==> src/rtl/ex_stage.sv <==
`default_nettype none
// ============================================================================
// Module  : ex_stage
// Execute stage: ALU/address/branch evaluation, branch-shadow squash and
// sticky HALT. Define EX_PERF_CNT_EN to enable retired/taken counters.
// Rev     : 1.0
// ============================================================================
module ex_stage #(
    parameter int D_SIZE        = 32,
    parameter int ADDR_LINE_REG = 5,
    parameter int BRANCH_SHADOW = 1
) (
    input  logic                     clk,
    input  logic                     reset,
    input  logic [31:0]              pc4_in_f_id,
    input  logic [5:0]               opcode_f_id,
    input  logic [D_SIZE-1:0]        rs_reg_value_f_id,
    input  logic [D_SIZE-1:0]        rt_reg_value_f_id,
    input  logic [ADDR_LINE_REG-1:0] rd_add_value_f_id,
    input  logic [D_SIZE-1:0]        i_data_f_id,
    input  logic                     branch_f_id,
    input  logic                     mem_read_f_id,
    input  logic                     mem_to_reg_f_id,
    input  logic                     mem_write_f_id,
    output logic [D_SIZE-1:0]        alu_result_2_mem,
    output logic [D_SIZE-1:0]        store_data_2_mem,
    output logic [ADDR_LINE_REG-1:0] rd_add_2_mem,
    output logic                     reg_write_2_mem,
    output logic                     mem_read_2_mem,
    output logic                     mem_write_2_mem,
    output logic                     halt_2_mem,
    output logic                     branch_taken_2_if,
    output logic [31:0]              branch_target_2_if,
    output logic [31:0]              retired_cnt,
    output logic [31:0]              taken_cnt
);

    localparam logic [5:0] c_OP_ADD  = 6'h00;
    localparam logic [5:0] c_OP_ADDI = 6'h01;
    localparam logic [5:0] c_OP_SUB  = 6'h02;
    localparam logic [5:0] c_OP_SUBI = 6'h03;
    localparam logic [5:0] c_OP_MUL  = 6'h04;
    localparam logic [5:0] c_OP_MULI = 6'h05;
    localparam logic [5:0] c_OP_OR   = 6'h06;
    localparam logic [5:0] c_OP_ORI  = 6'h07;
    localparam logic [5:0] c_OP_AND  = 6'h08;
    localparam logic [5:0] c_OP_ANDI = 6'h09;
    localparam logic [5:0] c_OP_XOR  = 6'h0A;
    localparam logic [5:0] c_OP_XORI = 6'h0B;
    localparam logic [5:0] c_OP_LDW  = 6'h0C;
    localparam logic [5:0] c_OP_STW  = 6'h0D;
    localparam logic [5:0] c_OP_BZ   = 6'h0E;
    localparam logic [5:0] c_OP_BEQ  = 6'h0F;
    localparam logic [5:0] c_OP_JR   = 6'h10;
    localparam logic [5:0] c_OP_HALT = 6'h11;

    localparam logic [1:0] c_ST_RUN    = 2'd0;
    localparam logic [1:0] c_ST_SQUASH = 2'd1;
    localparam logic [1:0] c_ST_HALTED = 2'd2;

    localparam logic [1:0] c_SHADOW = 2'(BRANCH_SHADOW);

    logic [1:0]               r_state;
    logic [1:0]               r_shadow_cnt;
    logic [1:0]               w_state_nxt;
    logic [1:0]               w_shadow_nxt;

    logic [D_SIZE-1:0]        r_alu_result;
    logic [D_SIZE-1:0]        r_store_data;
    logic [ADDR_LINE_REG-1:0] r_rd_add;
    logic                     r_reg_write;
    logic                     r_mem_read;
    logic                     r_mem_write;
    logic                     r_halt;
    logic                     r_branch_taken;
    logic [31:0]              r_branch_target;

    logic                     w_in_shadow;
    logic                     w_known_op;
    logic                     w_is_halt;
    logic                     w_exec;
    logic                     w_taken_cond;
    logic                     w_taken;
    logic [31:0]              w_imm_ext;
    logic [31:0]              w_target;
    logic [D_SIZE-1:0]        w_alu;
    logic                     w_unused;

    // Branch classification comes from the opcode; the decode flag is redundant.
    assign w_unused = branch_f_id;

    // Anything arriving outside RUN (shadow or halted) is turned into a bubble.
    assign w_in_shadow = (r_state != c_ST_RUN);
    assign w_known_op  = (opcode_f_id <= c_OP_HALT);
    assign w_is_halt   = !w_in_shadow && (opcode_f_id == c_OP_HALT);
    assign w_exec      = !w_in_shadow && w_known_op && (opcode_f_id != c_OP_HALT);
    assign w_imm_ext   = 32'($signed(i_data_f_id));
    assign w_taken     = w_exec && w_taken_cond;

    always_comb begin
        w_alu        = '0;
        w_taken_cond = 1'b0;
        w_target     = pc4_in_f_id + (w_imm_ext << 2);
        case (opcode_f_id)
            c_OP_ADD:  w_alu = rs_reg_value_f_id + rt_reg_value_f_id;
            c_OP_ADDI: w_alu = rs_reg_value_f_id + i_data_f_id;
            c_OP_SUB:  w_alu = rs_reg_value_f_id - rt_reg_value_f_id;
            c_OP_SUBI: w_alu = rs_reg_value_f_id - i_data_f_id;
            c_OP_MUL:  w_alu = rs_reg_value_f_id * rt_reg_value_f_id;
            c_OP_MULI: w_alu = rs_reg_value_f_id * i_data_f_id;
            c_OP_OR:   w_alu = rs_reg_value_f_id | rt_reg_value_f_id;
            c_OP_ORI:  w_alu = rs_reg_value_f_id | i_data_f_id;
            c_OP_AND:  w_alu = rs_reg_value_f_id & rt_reg_value_f_id;
            c_OP_ANDI: w_alu = rs_reg_value_f_id & i_data_f_id;
            c_OP_XOR:  w_alu = rs_reg_value_f_id ^ rt_reg_value_f_id;
            c_OP_XORI: w_alu = rs_reg_value_f_id ^ i_data_f_id;
            c_OP_LDW:  w_alu = rs_reg_value_f_id + i_data_f_id;
            c_OP_STW:  w_alu = rs_reg_value_f_id + i_data_f_id;
            c_OP_BZ:   w_taken_cond = (rs_reg_value_f_id == '0);
            c_OP_BEQ:  w_taken_cond = (rs_reg_value_f_id == rt_reg_value_f_id);
            c_OP_JR: begin
                w_taken_cond = 1'b1;
                w_target     = 32'(rs_reg_value_f_id);
            end
            default: ;
        endcase
    end

    always_ff @(posedge clk or posedge reset) begin
        if (reset) begin
            r_state      <= c_ST_RUN;
            r_shadow_cnt <= 2'd0;
        end else begin
            r_state      <= w_state_nxt;
            r_shadow_cnt <= w_shadow_nxt;
        end
    end

    always_comb begin
        w_state_nxt  = r_state;
        w_shadow_nxt = r_shadow_cnt;
        case (r_state)
            c_ST_RUN: begin
                if (w_taken && (c_SHADOW != 2'd0)) begin
                    w_state_nxt  = c_ST_SQUASH;
                    w_shadow_nxt = c_SHADOW;
                end else if (w_is_halt) begin
                    w_state_nxt  = c_ST_HALTED;
                end
            end
            c_ST_SQUASH: begin
                // The input consumed this cycle is the last shadow slot when count is 1.
                if (r_shadow_cnt <= 2'd1) begin
                    w_state_nxt  = c_ST_RUN;
                    w_shadow_nxt = 2'd0;
                end else begin
                    w_shadow_nxt = r_shadow_cnt - 2'd1;
                end
            end
            c_ST_HALTED: ;
            default: begin
                w_state_nxt  = c_ST_RUN;
                w_shadow_nxt = 2'd0;
            end
        endcase
    end

    always_ff @(posedge clk or posedge reset) begin
        if (reset) begin
            r_alu_result    <= '0;
            r_store_data    <= '0;
            r_rd_add        <= '0;
            r_reg_write     <= 1'b0;
            r_mem_read      <= 1'b0;
            r_mem_write     <= 1'b0;
            r_halt          <= 1'b0;
            r_branch_taken  <= 1'b0;
            r_branch_target <= '0;
        end else begin
            r_alu_result   <= w_exec ? w_alu : '0;
            r_store_data   <= w_exec ? rt_reg_value_f_id : '0;
            r_rd_add       <= w_exec ? rd_add_value_f_id : '0;
            r_reg_write    <= w_exec && mem_to_reg_f_id;
            r_mem_read     <= w_exec && mem_read_f_id;
            r_mem_write    <= w_exec && mem_write_f_id;
            r_halt         <= r_halt || w_is_halt;
            r_branch_taken <= w_taken;
            if (w_taken) begin
                r_branch_target <= w_target;
            end
        end
    end

    assign alu_result_2_mem   = r_alu_result;
    assign store_data_2_mem   = r_store_data;
    assign rd_add_2_mem       = r_rd_add;
    assign reg_write_2_mem    = r_reg_write;
    assign mem_read_2_mem     = r_mem_read;
    assign mem_write_2_mem    = r_mem_write;
    assign halt_2_mem         = r_halt;
    assign branch_taken_2_if  = r_branch_taken;
    assign branch_target_2_if = r_branch_target;

`ifdef EX_PERF_CNT_EN
    logic [31:0] r_retired_cnt;
    logic [31:0] r_taken_cnt;

    always_ff @(posedge clk or posedge reset) begin
        if (reset) begin
            r_retired_cnt <= '0;
            r_taken_cnt   <= '0;
        end else begin
            if (w_exec || w_is_halt) begin
                r_retired_cnt <= r_retired_cnt + 32'd1;
            end
            if (w_taken) begin
                r_taken_cnt <= r_taken_cnt + 32'd1;
            end
        end
    end

    assign retired_cnt = r_retired_cnt;
    assign taken_cnt   = r_taken_cnt;
`else
    assign retired_cnt = '0;
    assign taken_cnt   = '0;
`endif

endmodule
`default_nettype wire

==> config.mk <==
export PLATFORM = sky130hd
export DESIGN_NAME = ex_stage
export DESIGN_NICKNAME = d
export VERILOG_FILES = /design/src/rtl/ex_stage.sv
export SDC_FILE = /design/constraint.sdc
export NUM_CORES = 2
export LEC_CHECK = 0
export CAP_MARGIN = 20
export CORE_MARGIN = 2
export CORE_UTILIZATION = 38
export CTS_CLUSTER_DIAMETER = 150
export DETAILED_ROUTE_END_ITERATION = 7
export SETUP_SLACK_MARGIN = 0.1
export SYNTH_ARGS = -nofsm -noshare
export SYNTH_HDL_FRONTEND = slang
export SYNTH_SLANG_ARGS = --single-unit
==> constraint.sdc <==
create_clock -name clk -period 4.35 [get_ports clk]
set_input_delay 0.87 -clock clk [delete_from_list [all_inputs] [get_ports clk]]
set_output_delay 0.87 -clock clk [all_outputs]
set_load 0.01 [all_outputs]
==> impl_metrics.env <==
export IMPL_timing_critical_path_arrival_ps=7550
export IMPL_detail_route_first_pass_iterations=7
export IMPL_worst_slew_margin_rel_pct=44.20
export IMPL_num_fill_cells=10720
export IMPL_vias_in_the_first_global_route=43840
export IMPL_finalNonFillerCells=7711
export IMPL_regArea_um2=2753
export IMPL_initial_antenna_violation_count=20
export IMPL_worstSetupPathType="in2reg"
export IMPL_wl_per_cell_um=26.75
export IMPL_routabilityCongestion=1.002
export IMPL_coreArea_um2=116000
export IMPL_grt_first_pass_wirelength_um=299800
export IMPL_ioPinCount=315
export IMPL_clk_insertion_delay_late_ps=450
export IMPL_fp_dieW_um=346.0
export IMPL_cts_sink_count=110
export IMPL_rsz0062_at_grt="true"
export IMPL_final_setup_skew_ps=19.24
export IMPL_cts_htree_levels=3
export IMPL_drtIter0Drc=3401
export IMPL_syn_inst=5193
export IMPL_floorplan_die_area_um2=119700
export IMPL_largest_net_degree_at_the_start_of_global_routing=64
export IMPL_dr_total_vias=41930
export IMPL_cts_root_buf="clkbuf_16"
export IMPL_synth_yosys_seq_area_share_pct=6.192
export IMPL_layout_nets=7491
export IMPL_layout_core_utilization_pct=52.05
export IMPL_setup_viol=28
export IMPL_worstPathMaxFanout=5
export IMPL_hold_buffers=0
export IMPL_detail_route_vias_per_cell=5.438
export IMPL_port_buffer_count=249
export IMPL_final_hold_worst_slack_ps=496.9
export IMPL_total_routing_resource_utilization_after_global_routing_pct=34.52
export IMPL_commonest_non_fill_non_tap_cell_in_the_layout="buf_4"
export IMPL_totalWireLength_um=206300
export IMPL_timing_final_max_slew_violations=0
export IMPL_timing_final_crit_period_ps=7215
export IMPL_synth_top_flop_cell="dfrtp_1"
export IMPL_path_clk_slew_ps=130
export IMPL_worstSetupStartpointType="input pin"
export IMPL_crit_path_end_kind="register"
export IMPL_dp_cells=7562
export IMPL_rows=125
export IMPL_antenna_violating_nets_post_route=0
export IMPL_yosys_warnings=0
export IMPL_maximum_buffer_depth_of_the_clock_tree=2
export IMPL_tritoncts_num_buffers=9
export IMPL_start_util_pct=38.30
export IMPL_hold_class="reg2reg"
export IMPL_multiInputGateArea_um2=39710
export IMPL_yosys_register_bits=110
export IMPL_placement_setup_worst_slack_ps=-3810
export IMPL_failed_checks="setup timing"
export IMPL_syn_avg_cell_area_um2=8.560
export IMPL_maxClockFrequency_mhz=138.6
export IMPL_post_layout_worst_setup_margin_ps=-2865
export IMPL_detailed_place_hpwl_um=159100
export IMPL_tritoncts="built"
export IMPL_synth_lib_cells_used_distinct=92
export IMPL_maxCapViolations=0
export IMPL_mappedNetlistArea_um2=44450
export IMPL_final_hold_violation_count=0
export IMPL_die_h_um=346.0
export IMPL_fin_crit_sh_pct=165.9
export IMPL_areaGrowthSynthToFinish_pct=35.88
export IMPL_ys_async_sr_fraction_pct=100.0
export IMPL_grt_overflow_total=0
export IMPL_status="complete, but fails checks"
export IMPL_number_of_enable_flip_flop_cells_after_synthesis=0
export IMPL_layout_common_cells="buf_4 (843), inv_1 (784), fa_1 (745), nand2_1 (592), and2_1 (558)"
export IMPL_drive_above_1_share_pct=25.77
export IMPL_wp_data_required_ps=4690
export IMPL_drc_errors=0
export IMPL_slew_at_the_pin_with_the_worst_max_slew_slack_ps=836.9
through the flow:
stage,cell area (um^2),TNS (ps)
after floorplan,45750,-56760
after global placement,56020,-90120
after detailed placement,56020,-90480
after CTS,59500,-58770
after global routing,60390,-64560
final,60400,-60040
worst paths after layout:
| kind | from | cells past startpoint | to | slack [ps] |
|---|---|---|---|---|
| min in group asynchronous | reset | 2 | store_data_2_mem[28] | 730 |
| worst max register to register | r_state[0] | 5 | alu_result_2_mem[2] | 2060 |
| max in group asynchronous | reset | 3 | alu_result_2_mem[8] | 2680 |
| worst max-delay path | i_data_f_id[14] | 24 | alu_result_2_mem[31] | -2860 |
| worst min-delay path | halt_2_mem | 1 | halt_2_mem | 500 |
| worst min register to register | halt_2_mem | 1 | halt_2_mem | 500 |
logic make-up after synthesis:
kind of cell    share of synthesized area (%)
compound gates                          10.62
xor+xnor                                5.185
fa+ha+maj                               46.85
buf+inv                                 10.83
flops                                   6.192
mux                                     1.047
other cells                          0.008436
simple gates                            19.26
metal layers:
layer  up-vias  track usage [%]  routed length (um)  part of all wire [%]
met3       623            6.011               15480                   7.5
met1     21270            41.85               78320                    38
li1      18140                -                   -                     -
met5         -                0                  57                 0.028
met2      1893            54.70               92710                    45
met4         8            26.65               19690                   9.5
area by class of cell:
type / count / share of cell area [%]
inverters: 829 / 5.156
repair buffers: 1288 / 20.81
well taps: 1524 / 3.157
clock buffers: 9 / 0.3729
clock inverters: 7 / 0.1595
diodes: 9 / 0.03729
multi-input cells: 3935 / 65.75
flip-flops and latches: 110 / 4.557
Yosys cell counts (26+ instances only):
cell	n	area (um^2)
o21ai_0	132	660.6
nor3_1	63	315.3
a21o_1	66	495.5
o21a_1	32	240.2
a21oi_1	153	765.7
xor2_1	80	700.7
a221oi_1	26	227.7
nor2_1	214	803.3
and2_1	611	3822
dfrtp_1	110	2753
nand2_1	600	2252
xnor2_1	178	1559
inv_1	828	3108
a211oi_1	33	247.7
buf_4	65	488.0
clkbuf_1	274	1028
nor2b_1	31	193.9
mux2i_1	42	420.4
a31oi_1	46	287.8
fa_1	819	16400
ha_1	354	4429
nand3_1	53	265.3
worst max-delay path, cell delays in order:
cell,delay (ps)
buf_2,170
bufbuf_16,290
and2_1,150
fa_1,460
fa_2,620
inv_1,60
fa_1,530
fa_1,510
inv_1,50
fa_1,590
fa_1,460
fa_1,530
fa_2,480
ha_4,290
o21ai_1,70
buf_4,150
nor3_4,140
a21oi_4,110
buf_6,130
buf_6,110
o211ai_1,210
o31ai_2,110
a221oi_2,280
a41oi_2,140
flip-flops by register name, summed over array words and instances (netlist names), 2 cells and up:
name and cells:
branch_target_2_if 32, r_shadow_cnt 2, store_data_2_mem 32, r_state 2
alu_result_2_mem 32, rd_add_2_mem 5
repair_timing:
| item | CTS | global route |
|---|---|---|
| setup buffers | 80 | 25 |
| gates cloned | 27 | 0 |
| pin swaps | 310 | 227 |
| setup endpoints to repair | 35 | 35 |
| endpoints found under the hold margin | 0 | 0 |
| gates resized for setup | 553 | 191 |
Power is not shown: default switching activity piles up to over one toggle a cycle in this logic, so the estimate is an artifact.
